[src/rtl/rv32m_div_unit.sv]
// ---------------------------------------------------------------------------
// rv32m_div_unit
//
// Iterative radix-2 restoring divider for the RV32M DIV/DIVU/REM/REMU ops.
// One operation is in flight at a time. Signed operands are converted to
// magnitudes when the op is accepted. One quotient bit is produced per cycle
// in CALC. FIX restores the signs and selects quotient or remainder. DONE
// holds the result until writeback acknowledges it. Divide-by-zero and
// signed overflow skip the iteration and go straight to DONE.
//
// Ports:
//   CLK, RST   clock (rising edge), synchronous active-high reset
//   start      issue valid, only taken while ready=1
//   ready      unit idle and able to accept an op
//   is_signed  1 = DIV/REM, 0 = DIVU/REMU
//   div_type   1 = return quotient, 0 = return remainder
//   dividend   rs1 value
//   divisor    rs2 value
//   rd_in      destination register of the issued op
//   flush      abandon any op and return to idle
//   busy       iterating (CALC) or correcting signs (FIX)
//   done       result valid, held until done_ack
//   done_ack   writeback has consumed the result
//   result     quotient or remainder, as chosen by div_type
//   rd_out     destination register tagged with result
// ---------------------------------------------------------------------------
module rv32m_div_unit #(
  parameter int WIDTH = 32
) (
  input  logic             CLK,
  input  logic             RST,
  input  logic             start,
  output logic             ready,
  input  logic             is_signed,
  input  logic             div_type,
  input  logic [WIDTH-1:0] dividend,
  input  logic [WIDTH-1:0] divisor,
  input  logic [4:0]       rd_in,
  input  logic             flush,
  output logic             busy,
  output logic             done,
  input  logic             done_ack,
  output logic [WIDTH-1:0] result,
  output logic [4:0]       rd_out
);

  localparam int CNT_W = (WIDTH > 1) ? $clog2(WIDTH) : 1;
  localparam logic [CNT_W-1:0] CNT_LAST = CNT_W'(WIDTH - 1);
  localparam logic [WIDTH-1:0] MIN_NEG  = {1'b1, {(WIDTH-1){1'b0}}};

  typedef enum logic [1:0] {IDLE, CALC, FIX, DONE} state_t;

  state_t state, state_next;

  logic [WIDTH-1:0] quo;        // dividend magnitude shifting out, quotient shifting in
  logic [WIDTH-1:0] rem;        // partial remainder, always below the divisor magnitude
  logic [WIDTH-1:0] dvs_mag_q;
  logic [CNT_W-1:0] cnt;
  logic             neg_q;
  logic             neg_r;
  logic             type_q;

  // Acceptance-time decode.
  logic             accept;
  logic             div_zero;
  logic             overflow;
  logic             special;
  logic             dvd_neg;
  logic             dvs_neg;
  logic [WIDTH-1:0] dvd_mag;
  logic [WIDTH-1:0] dvs_mag;
  logic [WIDTH-1:0] special_result;

  assign accept   = (state == IDLE) && start && !flush;
  assign div_zero = (divisor == '0);
  assign overflow = is_signed && (dividend == MIN_NEG) && (&divisor);
  assign special  = div_zero || overflow;
  assign dvd_neg  = is_signed && dividend[WIDTH-1];
  assign dvs_neg  = is_signed && divisor[WIDTH-1];
  assign dvd_mag  = dvd_neg ? -dividend : dividend;
  assign dvs_mag  = dvs_neg ? -divisor : divisor;

  always_comb begin
    if (div_zero) special_result = div_type ? '1 : dividend;
    else          special_result = div_type ? MIN_NEG : '0;
  end

  // One restoring step. The shifted remainder needs one extra bit so that
  // the sign of the trial subtraction is exact.
  logic [WIDTH:0] rem_shift;
  logic [WIDTH:0] diff;

  assign rem_shift = {rem, quo[WIDTH-1]};
  assign diff      = rem_shift - {1'b0, dvs_mag_q};

  // Sign correction in FIX: the quotient is negative when the operand signs
  // differ, and the remainder follows the sign of the dividend.
  logic [WIDTH-1:0] q_fix;
  logic [WIDTH-1:0] r_fix;

  assign q_fix = neg_q ? -quo : quo;
  assign r_fix = neg_r ? -rem : rem;

  // State register.
  // NOTE: clocked blocks use non-blocking (<=) so every register samples
  // pre-edge values; blocking (=) here would create order-dependent races.
  always_ff @(posedge CLK) begin
    if (RST) state <= IDLE;
    else     state <= state_next;
  end

  // Next state and state-decoded outputs.
  // NOTE: every output of this block gets a default first; a path that
  // leaves one unassigned would infer a latch.
  always_comb begin
    state_next = state;
    ready      = 1'b0;
    busy       = 1'b0;
    done       = 1'b0;
    unique case (state)
      IDLE: begin
        ready = 1'b1;
        if (accept) state_next = special ? DONE : CALC;
      end
      CALC: begin
        busy = 1'b1;
        if (cnt == CNT_LAST) state_next = FIX;
      end
      FIX: begin
        busy       = 1'b1;
        state_next = DONE;
      end
      DONE: begin
        done = 1'b1;
        if (done_ack) state_next = IDLE;
      end
      default: state_next = IDLE;
    endcase
    // flush overrides everything, including a start in the same cycle.
    if (flush) state_next = IDLE;
  end

  // Datapath.
  always_ff @(posedge CLK) begin
    if (RST) begin
      quo       <= '0;
      rem       <= '0;
      dvs_mag_q <= '0;
      cnt       <= '0;
      neg_q     <= 1'b0;
      neg_r     <= 1'b0;
      type_q    <= 1'b0;
      result    <= '0;
      rd_out    <= '0;
    end else if (accept) begin
      quo       <= dvd_mag;
      rem       <= '0;
      dvs_mag_q <= dvs_mag;
      cnt       <= '0;
      neg_q     <= dvd_neg ^ dvs_neg;
      neg_r     <= dvd_neg;
      type_q    <= div_type;
      rd_out    <= rd_in;
      if (special) result <= special_result;
    end else if (state == CALC) begin
      cnt <= cnt + CNT_W'(1);
      if (!diff[WIDTH]) begin
        rem <= diff[WIDTH-1:0];
        quo <= {quo[WIDTH-2:0], 1'b1};
      end else begin
        rem <= rem_shift[WIDTH-1:0];
        quo <= {quo[WIDTH-2:0], 1'b0};
      end
    end else if (state == FIX) begin
      result <= type_q ? q_fix : r_fix;
    end
  end

endmodule

[config.mk]
export PLATFORM = sky130hd
export DESIGN_NAME = rv32m_div_unit
export DESIGN_NICKNAME = d
export VERILOG_FILES = /design/src/rtl/rv32m_div_unit.sv
export SDC_FILE = /design/constraint.sdc
export NUM_CORES = 1
export LEC_CHECK = 0
export ABC_AREA = 1
export CAP_MARGIN = 5
export CORE_MARGIN = 2
export CORE_UTILIZATION = 58
export DETAILED_ROUTE_END_ITERATION = 12
export MAX_ROUTING_LAYER = met4
export PLACE_DENSITY_LB_ADDON = 0.1
export SYNTH_ARGS = -nofsm -noshare
export SYNTH_HDL_FRONTEND = slang
export SYNTH_SLANG_ARGS = --single-unit
[constraint.sdc]
create_clock -name CLK -period 3.29 [get_ports CLK]
set_clock_uncertainty 0.05 [all_clocks]
set_input_delay 0.329 -clock CLK [delete_from_list [all_inputs] [get_ports CLK]]
set_output_delay 0.329 -clock CLK [all_outputs]
set_load 0.005 [all_outputs]
======== Yosys cells after proc, flatten, opt, wreduce, memory -nomap -nowiden ========
Cells that the tools add are included.
Widths: inputs -> output; s select.
word-level totals
  register bits after elaboration ......... 143
  bits in latches ......................... 0
  memory bits (writable) .................. 0
  ROM bits ................................ 0
  output and inout bits ................... 40
  logic and storage cells ................. 69
  memories ................................ 0
cells by class
  $add $sub $neg .......................... 6
  multiply operators ...................... 0
  divide/modulo/power cells ............... 0
  order comparisons ....................... 0
  equality and inequality tests ........... 10
  shifts and indexed selects .............. 0
  mux-type cells .......................... 24
  bitwise gates (word level) .............. 1
  reductions and logical operators ........ 18
operator list
  cell                  count
  $mux 32               15
  $neg 32->32           4
  $sub 33x32->33        1
  $eq 32x32->1 const B  1
  $logic_not 32->1      1
  $reduce_and 32->1     1
  $mux 2                4
  $ne 2x2->1 const B    4
  $pmux 2 s4            1
  $logic_and 1x1->1     6
  $reduce_and 3->1      2
  $reduce_or 2->1       3
  $add 5x1->5 const B   1
  $eq 5x5->1 const B    1
  $eq 2x2->1 const B    2
  $mux 1                4
  $reduce_bool 2->1     2
  $eq 2x1->1 const B    1
  $logic_not 2->1       1
  $ne 2x1->1 const B    1
  $logic_not 1->1       1
  $logic_or 1x1->1      1
  $xor 1x1->1           1

======== Logic depth before layout (Yosys ltp) ========
  depth after elaboration ................. 7
  gate-level depth with buffers ........... 19
  mapped depth without buffers ............ 18

======== Worst setup path after synthesis ========
No wires, ideal clock.
  path kind ............................... register to register
  from .................................... register quo[31]
  to ...................................... register rem[29]
  setup time .............................. 0.070 ns
  data arrival time ....................... 2.227 ns
  data required time ...................... 3.170 ns
  setup slack ............................. 0.942 ns
  cell stages (with the launch flop) ...... 20
  clock period less this slack ............ 2.348 ns
  cells stage by stage .................... dfxtp_1 inv_1 ha_1 fa_1 inv_1 nand2_1 nand2_1 nand3_1 nand2_1 nand2_1 nand2_1 nand2_1 nand2_1 nand2_1 nand2_1 buf_2 nand2_1 nand2_1 nand2_1 a21oi_1
on the way
  longest elaborated chain between the ends .. 2
RTL lines
  item                    RTL line  RTL
  from (decl)             55        logic [WIDTH-1:0] quo;
  from (signal assigned)  156       quo <= dvd_mag;
  from (signal assigned)  169       quo <= {quo[WIDTH-2:0], 1'b1};
  from (signal assigned)  172       quo <= {quo[WIDTH-2:0], 1'b0};
  $sub 33x32->33          94        assign diff = rem_shift - {1'b0, dvs_mag_q};
  $mux 32                 167       if (!diff[WIDTH]) begin
  to (signal assigned)    168       rem <= diff[WIDTH-1:0];
  to (signal assigned)    171       rem <= rem_shift[WIDTH-1:0];
  to (decl)               56        logic [WIDTH-1:0] rem;
Every way passes these cells.
A chain may end at the register's enable or synchronous reset.

======== Final worst setup path ========
  from .................................... register quo[31]
  to ...................................... register rem[1]
The elaborated chain is that of the path after synthesis.

==> results.tsv <==
metric	value	unit
sequential area share after synthesis	0.226	
worst reg-to-reg setup slack	0.37	ns
global route overflow	0	
Max H-tree Level	4	
Synth Cell Area	12700	um^2
DRT Pass-1 Iters	6	
Diodes inserted	0	
startpoint types	flop	
result of the run	complete, no violations	
Hold Path Class	flop to flop	
largest cells by area after synthesis	dfxtp_1 23%, nand2_1 22%, inv_1 10%	
leakage	0.00733	uW
CP max stage cell	fa_1	
Avg Inst Size Synth	5.54	um^2
drt wl/cell	18.1	um
CTS tree	done	
number of cells on the worst hold path	1	
FFs w/ async S/R, synth	0	
Critical Path Start	quo[31]$_SDFFE_PP0P_	
Detail Route Antenna Nets	0	
cells on worst reg2reg path	18	
setup repair after global routing missed its margin	false	
GPL Wtd Cong	1.05	
1st-iter DRT viols	1946	
CTS Hold Bufs	0	
Longest Clk Path Bufs	2	
Hold Worst Slack	0.431	ns
RR Startpoint	quo[31]$_SDFFE_PP0P_	
initial antenna violation count	0	
Yosys top cell by area	dfxtp_1	
Yosys top cell area share	0.226	
setup repair bufs after CTS	0	
gr usage total	0.428	
final hold vios	0	
IO buf count	115	
data required time at the worst endpoint	3.53	ns
largest net degree at the start of global routing	38	
NetSw	2670	uW
Final HPWL DP	37800	um
Worst-path clk slew	0.07	ns
clk sink count	143	
most frequent cell after synthesis	nand2_1	
max_cap viols	0	
clock root buffer	clkbuf_16	
worst-margin pin slew	0.969	ns
Worst setup endpoint	rem[1]$_SDFFE_PP0P_	
clk_lat worst skew	0.43	ns
vias post-DR	15874	
WP depth	18	
power share of the combinational group	0.388	
delay-heaviest family, CP	simple AND/OR/NAND/NOR gates	
Max Freq	342	MHz
worst reg2reg path endpoint	rem[1]$_SDFFE_PP0P_	
vias in the first global route	13914	
kind of critical path	flop to flop	
most frequent CP cell	nand2_1	
worst vdd ir	328	uV
worst path cell trace	inv_1, ha_1, fa_1, inv_1, nand2_1, nand2_1, nand3_1, nand2_1, nand2_1, nand2_1, nand2_1, nand2_1, nand2_1, nand2_1, buf_4, nand2_1, nand3_1, a21oi_1	
PD cells	437	nW/um^2
CP max FO	9	
Post-synth top flop	dfxtp_1	
dpl ws	0.364	ns
Max stage delay on crit path	0.40	ns
area grow syn2layout	16.8	%
# DRC	0	
initial core utilization	0.586	
top post-synthesis cells by count	731 x nand2_1, 342 x inv_1, 276 x nor2_1	
#FFs+latches synth	143	
final worst slack	0.368	ns
Switching Share	0.413	
relative slew slack	0.354	
total power draw	6470	uW
Synth cell types	46	
core area	21600	um^2
share of layout cells above drive strength 1	0.0466	
Vias/cell	5.92	
DIE AREA	23000	um^2
critical path endpoint category	flop	
Clock power frac	0.312	
post-CTS sizing	0	
Total Routed Length	48500	um
final setup vio count	0	
Final nets	2510	
syn nets	2408	
share of power burned in registers	0.299	
Synth Instances	2288	
Final Max Tran Viols	0	
Final TNS setup	0	ns
first-pass GRT wire length	74100	um
cts bufs inserted	17	
# IOs	116	
Final Cycle Share	0.888	
cell-internal power	3800	uW
FP Rows	54	
Yosys Warn Count	0	
Die Wd	152	um
WP data arrival	3.16	ns
Chip Height	152	um
Post-synth EDFFs	0	
Tmin final	2.92	ns
Critical path buffers and inverters	3	
-- state kept, by name (all words and copies together), names as in the netlist --
name / flops
dvs_mag_q: 32
quo: 32
neg_q: 1
neg_r: 1
rem: 32
result: 32
type_q: 1
cnt: 5
rd_out: 5
state: 2
-- worst reg2reg max path, delay by kind of cell (launching register included) --
| kind | cells | cell delay, ns |
|---|---|---|
| buffers and inverters | 3 | 0.44 |
| AO/OA/AOI/OAI | 1 | 0.08 |
| adder cells (fa/ha/maj) | 2 | 0.63 |
| AND/OR/NAND/NOR | 12 | 1.23 |
| flip-flops | 1 | 0.35 |
-- layout by cell type, fill, tap and decap left out, types with 4 or more instances in the layout --
| cell type | netlist | layout |
|---|---|---|
| a21oi_1 | 137 | 137 |
| a22o_1 | 5 | 5 |
| a31oi_1 | 14 | 14 |
| and2_1 | 5 | 5 |
| and3_1 | 6 | 6 |
| buf_4 | 4 | 44 |
| clkbuf_16 | 0 | 17 |
| clkdlybuf4s50_1 | 0 | 115 |
| dfxtp_1 | 143 | 143 |
| ha_1 | 43 | 43 |
| inv_1 | 342 | 342 |
| inv_2 | 4 | 4 |
| inv_8 | 0 | 7 |
| nand2_1 | 731 | 731 |
| nand2_2 | 5 | 5 |
| nand3_1 | 181 | 181 |
| nand3b_1 | 14 | 14 |
| nand4_1 | 24 | 24 |
| nor2_1 | 276 | 275 |
| nor2_2 | 4 | 5 |
| nor3_1 | 30 | 30 |
| nor3_2 | 5 | 5 |
| o211ai_1 | 5 | 5 |
| o21ai_0 | 118 | 118 |
| o21ai_1 | 13 | 13 |
| o21bai_1 | 4 | 4 |
| o22ai_1 | 35 | 35 |
| o32ai_1 | 7 | 7 |
| or2_2 | 6 | 6 |
| xor2_1 | 24 | 24 |
-- power groups by stage --
| stage | sequential, uW | combinational (uW) | clock (uW) |
|---|---|---|---|
| 2_1_floorplan | 1950 | 1590 | 0 |
| 3_3_place_gp | 1970 | 2380 | 0 |
| 3_5_place_dp | 1970 | 2410 | 0 |
| 4_1_cts | 1930 | 2430 | 2010 |
| 5_1_grt | 1950 | 2760 | 2080 |
| 6_report | 1930 | 2510 | 2020 |
-- per-stage QoR --
| stage | utilization | instances | area (um^2) |
|---|---|---|---|
| 3_5_place_dp | 0.657 | 2651 | 14200 |
| 6_report | 0.684 | 2683 | 14800 |
| 2_1_floorplan | - | 2288 | 12700 |
| 3_3_place_gp | 0.657 | 2651 | 14200 |
| 5_1_grt | 0.684 | 2683 | 14800 |
| 4_1_cts | 0.684 | 2683 | 14800 |
-- layout make-up --
cell class                      count  area [um^2]
Tap cell                          280          350
Inverter                          347         1300
Clock inverter                     14          168
Fill cell                        1999         6830
Multi-Input combinational cell   1719         8140
Clock buffer                       18          429
Timing Repair Buffer              162         1540
Sequential cell                   143         2860
-- kinds of logic after synthesis --
kind of cell    after synthesis  synth area share
buf+inv                     426             0.132
compound gates              346             0.149
fa+ha+maj                    44            0.0440
flops                       143             0.226
xor+xnor                     27            0.0187
simple gates               1302             0.431
-- worst min-delay path by stage --
| stage | startpoint | to | slack (ns) |
|---|---|---|---|
| detailed placement | rd_out[3]$_SDFFE_PP0P_ | rd_out[3]$_SDFFE_PP0P_ | 0.41 |
| global route | rd_out[0]$_SDFFE_PP0P_ | rd_out[0]$_SDFFE_PP0P_ | 0.44 |
| finish | rd_out[0]$_SDFFE_PP0P_ | rd_out[0]$_SDFFE_PP0P_ | 0.43 |
| CTS | cnt[4]$_SDFFE_PP0P_ | cnt[4]$_SDFFE_PP0P_ | 0.43 |
| floorplan | dvs_mag_q[27]$_SDFFE_PP0P_ | dvs_mag_q[27]$_SDFFE_PP0P_ | 0.38 |
| global placement | cnt[4]$_SDFFE_PP0P_ | cnt[4]$_SDFFE_PP0P_ | 0.40 |
-- metal layers --
| metal | global-route usage | up-vias | share of wire | wire (um) |
|---|---|---|---|---|
| li1 | - | 7485 | - | - |
| met1 | 0.570 | 7148 | 0.41 | 19700 |
| met4 | 0.150 | 0 | 0.037 | 1800 |
| met5 | - | - | 0 | 0 |
| met2 | 0.635 | 1077 | 0.43 | 20800 |
| met3 | 0.101 | 164 | 0.13 | 6150 |
Note: power is estimated with default switching activity, not from simulation.
